File: src/rtl/vfpm_pkg.sv
// Shared types and constants for the vector FP multiply scheduler.
package vfpm_pkg;

    localparam int FP_W        = 32;
    localparam int DEF_LANES   = 4;
    localparam int DEF_MUL_LAT = 3;

    typedef enum logic [1:0] {
        ST_IDLE  = 2'd0,
        ST_ISSUE = 2'd1,
        ST_DRAIN = 2'd2,
        ST_DONE  = 2'd3
    } vfpm_state_e;

    // Bit offset of a lane inside a packed vector.
    function automatic int lane_lsb(input int lane);
        return lane * FP_W;
    endfunction

endpackage

File: src/rtl/vfpm_tag_pipe.sv
// Lane-tag delay line matching the shared multiplier latency; a flush clears every stage.
module vfpm_tag_pipe #(
    parameter int DEPTH = 3,
    parameter int IDX_W = 2
) (
    input  logic             clk,
    input  logic             rst_n,
    input  logic             clr_i,
    input  logic             vld_i,
    input  logic [IDX_W-1:0] idx_i,
    output logic             vld_o,
    output logic [IDX_W-1:0] idx_o
);

    logic [DEPTH-1:0] vld_q;
    logic [IDX_W-1:0] idx_q [DEPTH];

    // Shift the issued lane tag one stage per cycle.
    always_ff @(posedge clk or negedge rst_n) begin
        if (!rst_n) begin
            vld_q <= '0;
            for (int i = 0; i < DEPTH; i++) idx_q[i] <= '0;
        end else if (clr_i) begin
            vld_q <= '0;
            for (int i = 0; i < DEPTH; i++) idx_q[i] <= '0;
        end else begin
            vld_q[0] <= vld_i;
            idx_q[0] <= idx_i;
            for (int i = 1; i < DEPTH; i++) begin
                vld_q[i] <= vld_q[i-1];
                idx_q[i] <= idx_q[i-1];
            end
        end
    end

    assign vld_o = vld_q[DEPTH-1];
    assign idx_o = idx_q[DEPTH-1];

endmodule

File: src/rtl/vec_mul_sched.sv
// Serialises a vector pair onto one shared FP multiplier, one lane per cycle,
// and reassembles the lane results into a result vector.
module vec_mul_sched
    import vfpm_pkg::*;
#(
    parameter int LANES   = DEF_LANES,
    parameter int MUL_LAT = DEF_MUL_LAT
) (
    input  logic                  clk,
    input  logic                  reset,
    input  logic                  in_valid,
    output logic                  in_ready,
    input  logic [FP_W*LANES-1:0] a_vec,
    input  logic [FP_W*LANES-1:0] b_vec,
    input  logic                  flush,
    output logic                  mul_start,
    output logic [FP_W-1:0]       mul_a,
    output logic [FP_W-1:0]       mul_b,
    input  logic [FP_W-1:0]       mul_c,
    input  logic                  mul_e,
    output logic                  out_valid,
    input  logic                  out_ready,
    output logic [FP_W*LANES-1:0] c_vec,
    output logic [LANES-1:0]      e_vec,
    output logic                  any_e,
    output logic                  busy
);

    localparam int IDX_W = $clog2(LANES);
    localparam int CNT_W = IDX_W + 1;
    localparam logic [CNT_W-1:0] LAST_CNT = CNT_W'(LANES - 1);
    localparam logic [IDX_W-1:0] LAST_IDX = IDX_W'(LANES - 1);

    vfpm_state_e           state_q, state_d;
    logic [CNT_W-1:0]       cnt_q;
    logic [FP_W*LANES-1:0] a_q, b_q, c_q;
    logic [LANES-1:0]      e_q;
    logic                  accept_s, issue_s, capture_s, tag_vld_s;
    logic [IDX_W-1:0]      issue_idx_s, tag_idx_s;

    assign accept_s    = (state_q == ST_IDLE) && in_valid && !flush;
    assign issue_s     = (state_q == ST_ISSUE);
    assign issue_idx_s = cnt_q[IDX_W-1:0];
    assign capture_s   = tag_vld_s && !flush;
    assign c_vec       = c_q;
    assign e_vec       = e_q;

    vfpm_tag_pipe #(
        .DEPTH (MUL_LAT),
        .IDX_W (IDX_W)
    ) u_tag_pipe (
        .clk   (clk),
        .rst_n (reset),
        .clr_i (flush),
        .vld_i (issue_s),
        .idx_i (issue_idx_s),
        .vld_o (tag_vld_s),
        .idx_o (tag_idx_s)
    );

    // State register.
    always_ff @(posedge clk or negedge reset) begin
        if (!reset) state_q <= ST_IDLE;
        else        state_q <= state_d;
    end

    // Next-state logic; flush overrides every other transition.
    always_comb begin
        state_d = state_q;
        if (flush) begin
            state_d = ST_IDLE;
        end else begin
            case (state_q)
                ST_IDLE:  if (in_valid) state_d = ST_ISSUE; else state_d = ST_IDLE;
                ST_ISSUE: if (cnt_q == LAST_CNT) state_d = ST_DRAIN; else state_d = ST_ISSUE;
                ST_DRAIN: if (tag_vld_s && (tag_idx_s == LAST_IDX)) state_d = ST_DONE;
                          else state_d = ST_DRAIN;
                ST_DONE:  if (out_ready) state_d = ST_IDLE; else state_d = ST_DONE;
                default:  state_d = ST_IDLE;
            endcase
        end
    end

    // State-decoded outputs; operands are zeroed whenever nothing is issuing.
    always_comb begin
        in_ready  = 1'b0;
        busy      = 1'b1;
        mul_start = 1'b0;
        mul_a     = '0;
        mul_b     = '0;
        out_valid = 1'b0;
        any_e     = 1'b0;
        case (state_q)
            ST_IDLE: begin
                in_ready = 1'b1;
                busy     = 1'b0;
            end
            ST_ISSUE: begin
                mul_start = 1'b1;
                mul_a     = a_q[lane_lsb(int'(issue_idx_s)) +: FP_W];
                mul_b     = b_q[lane_lsb(int'(issue_idx_s)) +: FP_W];
            end
            ST_DRAIN: begin
                busy = 1'b1;
            end
            ST_DONE: begin
                out_valid = 1'b1;
                any_e     = |e_q;
            end
            default: begin
                in_ready = 1'b0;
                busy     = 1'b1;
            end
        endcase
    end

    // Operand capture, issue counter (saturates at the last lane) and result assembly.
    always_ff @(posedge clk or negedge reset) begin
        if (!reset) begin
            a_q   <= '0;
            b_q   <= '0;
            c_q   <= '0;
            e_q   <= '0;
            cnt_q <= '0;
        end else if (accept_s) begin
            a_q   <= a_vec;
            b_q   <= b_vec;
            c_q   <= '0;
            e_q   <= '0;
            cnt_q <= '0;
        end else begin
            if (issue_s && !flush && (cnt_q != LAST_CNT)) begin
                cnt_q <= cnt_q + CNT_W'(1);
            end
            if (capture_s) begin
                c_q[lane_lsb(int'(tag_idx_s)) +: FP_W] <= mul_c;
                e_q[tag_idx_s]                         <= mul_e;
            end
        end
    end

endmodule

File: config.mk
export PLATFORM = sky130hd
export DESIGN_NAME = vec_mul_sched
export DESIGN_NICKNAME = d
export VERILOG_FILES = /design/src/rtl/vfpm_pkg.sv /design/src/rtl/vfpm_tag_pipe.sv /design/src/rtl/vec_mul_sched.sv
export SDC_FILE = /design/constraint.sdc
export NUM_CORES = 1
export LEC_CHECK = 0
export ABC_AREA = 1
export BUFFER_PORTS_ARGS = -buffer_cell sky130_fd_sc_hd__buf_2
export CORE_MARGIN = 2
export CORE_UTILIZATION = 37
export CTS_CLUSTER_SIZE = 28
export DETAILED_ROUTE_END_ITERATION = 8
export GPL_ROUTABILITY_DRIVEN = 0
export GPL_TIMING_DRIVEN = 0
export PLACE_DENSITY = 0.61
export RECOVER_POWER = 50
export REMOVE_ABC_BUFFERS = 1
export SYNTH_ARGS = -nofsm -noshare
export SYNTH_HDL_FRONTEND = slang
export SYNTH_HIERARCHICAL = 1
export SYNTH_SLANG_ARGS = --single-unit
File: constraint.sdc
create_clock -name clk -period 2.6 [get_ports clk]
set_input_delay 0.13 -clock clk [delete_from_list [all_inputs] [get_ports clk]]
set_output_delay 0.13 -clock clk [all_outputs]
set_load 0.005 [all_outputs]
Word-level counts from Yosys, hierarchy flattened
Cells that the tools add are included.
{"block": "word_totals", "wordCells": 61, "in_bits": 294, "regBits": 402, "out_inout_bits": 201}
{"block": "op_classes", "n_reduce_logical": 12, "n_eq_ne": 6, "add_sub_neg": 2, "n_mux": 25, "n_lt_le_gt_ge": 2, "shift": 4}
{"op": "$mux W128", "n": 2}
{"op": "$shiftx A128 B8 Y32", "n": 2}
{"op": "$bwmux W128", "n": 1}
{"op": "$shift A32 B33 Y128 const A", "n": 1}
{"op": "$shiftx A32 B33 Y128", "n": 1}
{"op": "$mux W32", "n": 2}
{"op": "$neg A7 Y33", "n": 1}
{"op": "$mux W3", "n": 3}
{"op": "$mux W1", "n": 8}
{"op": "$mux W4", "n": 2}
{"op": "$pmux W2 S4", "n": 1}
{"op": "$logic_and A1 B1 Y1", "n": 7}
{"op": "$eq A2 B2 Y1 const B", "n": 3}
{"op": "$mux W2", "n": 3}
{"op": "$mux W6", "n": 1}
{"op": "$bwmux W4", "n": 1}
{"op": "$reduce_bool A2 Y1", "n": 2}
{"op": "$reduce_or A4 Y1", "n": 1}
{"op": "$add A3 B1 Y3 const B", "n": 1}
{"op": "$eq A3 B2 Y1 const B", "n": 1}
{"op": "$lt A2 B3 Y1 const B", "n": 1}
{"op": "$ne A3 B2 Y1 const B", "n": 1}
{"op": "$demux W1 S2", "n": 1}
{"op": "$eq A2 B1 Y1 const B", "n": 1}
{"op": "other kinds (3)", "n": 3}

Depth between registers and ports, before layout
{"block": "logic_depth", "ltp_word": 7, "depth_mapped": 9, "depth_no_buf": 8}

Modules after synthesis
Netlist, hierarchy kept.
{"module": "vec_mul_sched", "cells_each": 2302, "area_per_inst_um2": 18233.7, "n_inst": 1, "seq_area_each_um2": 9834.4}
{"module": "vfpm_tag_pipe", "cells_each": 30, "area_per_inst_um2": 319.1, "n_inst": 1, "seq_area_each_um2": 225.2}

Worst setup path before layout
OpenSTA, ideal clock, no wires.
{"block": "synth_timing", "path_type": "register to register", "from": "register u_tag_pipe.idx_q, in the netlist u_tag_pipe/idx_o[0]", "to": "register c_q[72], in the netlist c_vec[72]", "required_time_ns": 2.474, "n_path_buf": 2, "synth_period_minus_slack_ns": 1.619, "setup_time_ns": 0.126, "arrival_ns": 1.493, "slack_ns": 0.981, "path_stages_with_launch": 9, "cell_sequence": "dfrtp_1 buf_4 inv_2 ha_1 nand2_1 clkinv_1 nand3_2 buf_2 o21ai_0"}
{"block": "synth_via", "elab_chain_cells": 5, "elab_cells_between_ends": 6, "cone_classes": "1 x add/sub; 2 x shift; 3 x mux"}
{"item": "start: declaration", "line": "vfpm_tag_pipe.sv:16", "rtl": "logic [IDX_W-1:0] idx_q [DEPTH];"}
{"item": "start signal: indexed assignment", "line": "vfpm_tag_pipe.sv:31", "rtl": "idx_q[i] <= idx_q[i-1];"}
{"item": "$neg A7 Y33 *", "line": "vec_mul_sched.sv:136", "rtl": "c_q[lane_lsb(int'(tag_idx_s)) +: FP_W] <= mul_c;"}
{"item": "$shiftx A32 B33 Y128 or $shift A32 B33 Y128 (tied branches)", "line": "vec_mul_sched.sv:136"}
{"item": "$bwmux W128 *", "line": "vec_mul_sched.sv:136"}
{"item": "$mux W128 *", "line": "vec_mul_sched.sv:135", "rtl": "if (capture_s) begin"}
{"item": "$mux W128 *", "line": "vec_mul_sched.sv:125", "rtl": "end else if (accept_s) begin"}
{"item": "end signal: indexed assignment", "line": "vec_mul_sched.sv:136"}
{"item": "end: declaration", "line": "vec_mul_sched.sv:36", "rtl": "logic [FP_W*LANES-1:0] a_q, b_q, c_q;"}
Every way passes the cells marked *; elsewhere a longest branch is shown, timed or not. The select of a mux whose other input is x is not followed.
A chain may end at the register's enable or synchronous reset.

Worst setup path after layout
{"block": "layout_timing", "from": "register cnt_q[1]", "to": "output mul_a[6]"}
{"block": "layout_via", "elab_chain_cells": 2}
{"item": "start: declaration", "line": "vec_mul_sched.sv:35", "rtl": "logic [CNT_W-1:0] cnt_q;"}
{"item": "start signal: assignment", "line": "vec_mul_sched.sv:133", "rtl": "cnt_q <= cnt_q + CNT_W'(1);"}
{"item": "$shiftx A128 B8 Y32", "line": "vec_mul_sched.sv:100", "rtl": "mul_a = a_q[lane_lsb(int'(issue_idx_s)) +: FP_W];"}
{"item": "$mux W32", "line": "vec_mul_sched.sv:93", "rtl": "case (state_q)"}
{"item": "end: declaration", "line": "vec_mul_sched.sv:17", "rtl": "output logic [FP_W-1:0] mul_a,"}
Every way passes these cells.

==> metrics.md <==
| Metric | Value |
|---|---|
| Status | completed |
| Port Buffers | 494 |
| Max FO, Critical Path | 28 |
| RSZ-0062 raised after global routing | false |
| Post-synthesis cell area | 0.0186 mm^2 |
| Initial core utilization | 37.2% |
| Combinational fraction of design power | 25.3% |
| Max_slew headroom | 10.2% |
| Critical-path top delay cell | dfrtp_4 |
| Pleak | 13.3 nW |
| Largest net degree at the start of global routing | 117 |
| GRT overflow | 0 |
| PD cells | 735 mW/mm^2 |
| Final setup fails | 0 |
| Die X | 228 um |
| Clock sinks | 402 |
| Setup CP Type | reg -> out |
| Period Utilization, post-route | 95.6% |
| Vias in the first global route | 19379 |
| Total die area | 0.0519 mm^2 |
| Via Count | 19233 |
| Startpoint types | flop |
| CTS root buffer | clkbuf_16 |
| Synth area leader | dfrtp_1 |
| Max-slew violation count | 0 |
| Core Box Area | 0.0499 mm^2 |
| Yosys reg bits | 402 |
| Row cnt | 82 |
| Post-Synthesis Cells | 2332 |
| Layout Skew | 21.3 ps |
| Detailed-route vias per instance | 5.13 |
| Initial antenna violation count | 12 |
| Netlist cell types | 26 |
| Top cells by area, synth | dfrtp_1 (54%), nand2_1 (12%), nand3_1 (9.7%), nor2_1 (7.0%), a21oi_1 (3.5%) |
| CP cell instances | buf_16 -> inv_4 -> bufbuf_16 -> nor2_2 -> o21ai_0 -> a21oi_1 -> buf_2 |
| Hold crit path type | in -> async |
| Worst path required time | 2470 ps |
| Min Tclk post-route | 2490 ps |
| WP data arrival | 2360 ps |
| Top cell family by delay on the critical path | buffers and inverters |
| Design Power | 19.4 mW |
| Final #Nets | 3337 |
| Overall Global Routing Usage | 25.7% |
| Cell internal pwr | 13.2 mW |
| WP buf/inv | 4 |
| Die Y | 228 um |
| Seq/Total Area, Yosys | 54.2% |
| Most common cell after layout, fill and taps aside | nand2_1 |
| Max_cap viols | 0 |
| FMAX | 402 MHz |
| Drt pass-1 iters | 5 |
| Layout cells sized above 1 | 17.4% |
| Slowest stage delay, CP | 510 ps |
| Detailed placement HPWL | 40.4 mm |
| Remaining antenna violation count | 0 |
| Finished Cell Area | 0.0264 mm^2 |
| Yosys top cell area share | 54.2% |
| First-pass GRT wire length | 107 mm |
| Initial DRC count | 1606 |
| I/O pin total | 495 |
| Final hold vios | 0 |
| Routed WL | 69.1 mm |
| Num CTS Buffers | 46 |
| Synth Area per Inst | 7.96 um^2 |
| # DRC | 0 |
| CTS tree | built |
| Synth Warn # | 6 |
| Synth-to-Final Area Change | 42.3% |
| WL/cell | 18.4 um |
| CTS clk-pin slew, worst paths | 60 ps |
| Most frequent cells in the layout | nand2_1 (583), dfrtp_1 (399), buf_2 (397) |
| Slew @ Worst Pin | 1340 ps |
| Crit. End Element | primary output |
| Clk pwr share | 34.9% |
| H-tree levels | 2 |
| Post-Place Cell Area | 0.0217 mm^2 |
| Psw | 6.22 mW |
| Worst VDD drop | 0.431 mV |
| Clk Latency, worst-skew pair | 600 ps |
| Share of power burned in registers | 39.8% |
| Switching share of power | 32.1% |
| CTS Buffer Depth | 3 |
-- cell usage after synthesis (all sizes together) --
cell / count
a21oi: 129
buf: 138
clkbuf: 40
clkinv: 1
dfrtp: 402
ha: 9
inv: 103
nand2: 588
nand3: 360
nand4: 15
nor2: 354
nor3: 5
nor4: 1
o211ai: 3
o21ai: 184
-- per-layer routing --
metal	part of all wire, %	vias up	track usage, %
met5	0.049	-	0
met4	3.9	6	11.0
met3	7.1	197	5.38
met2	47	834	41.8
met1	42	9227	33.3
li1	-	8969	-
-- through the flow --
step           std cells  setup WS (ps)  setup TNS, ps  hold slack (ps)  util (%)
2_1_floorplan       2154          -8770       -3555700             -166         -
3_3_place_gp        3320         -19180              -              323      42.1
3_5_place_dp        3345           -400         -57690              184      43.4
4_1_cts             3733           15.0              0              121      52.9
5_1_grt             3750           10.2              0              179      52.9
6_report            3752            113              0              120      52.9
-- cell type report --
type / count / area, um^2
diodes: 11 / 27.5
clock buffers: 70 / 1360
clock inverters: 13 / 213
fillers: 4640 / 23500
inverters: 104 / 403
multi-input cells: 1651 / 7320
flip-flops and latches: 402 / 10100
well taps: 672 / 841
repair buffers: 829 / 6160
-- cell families after synthesis --
| kind of cell | share of synthesized area (%) |
|---|---|
| AOI/OAI and AO/OA | 8.56 |
| DFF | 54.2 |
| adders and majority gates | 0.607 |
| and+or+nand+nor | 29.8 |
| buffers and inverters | 6.78 |
-- flip-flops by register name (all words and copies together), names as in the netlist --
name              flops
a_q                 128
b_q                 128
c_vec               128
cnt_q                 3
e_vec                 4
state_q               2
u_tag_pipe/idx_o      2
u_tag_pipe/idx_q      4
u_tag_pipe/vld_q      3
-- power by group through the flow --
stage	combinational (mW)	sequential, mW	clock (mW)
final	4.91	7.72	6.77
after global routing	5.53	7.83	7.16
after CTS	4.75	7.75	6.89
after detailed placement	4.06	7.92	0
after global placement	3.64	8.11	0
after floorplan	2.46	7.90	0
-- timing repair --
item,4_1_cts,5_1_grt
endpoints found under the hold margin,486,0
pin swaps,1,2
buffers inserted,4,5
gates resized for setup,6,6
gates cloned,4,3
hold buffers,297,0
setup endpoints to repair,343,238
-- worst paths after layout --
kind	startpoint	endpoint	slack, ps	cells past startpoint
setup / recovery	cnt_q[1]	mul_a[6]	110	7
hold / removal	reset	b_q[20]	120	2
setup reg to reg	state_q[1]	c_vec[106]	190	7
hold reg to reg	u_tag_pipe/idx_q[3]	u_tag_pipe/idx_o[1]	460	2
max in group asynchronous	reset	b_q[61]	490	4
min in group clk	in_valid	a_q[124]	150	6
(Power assumes the default switching activity.)
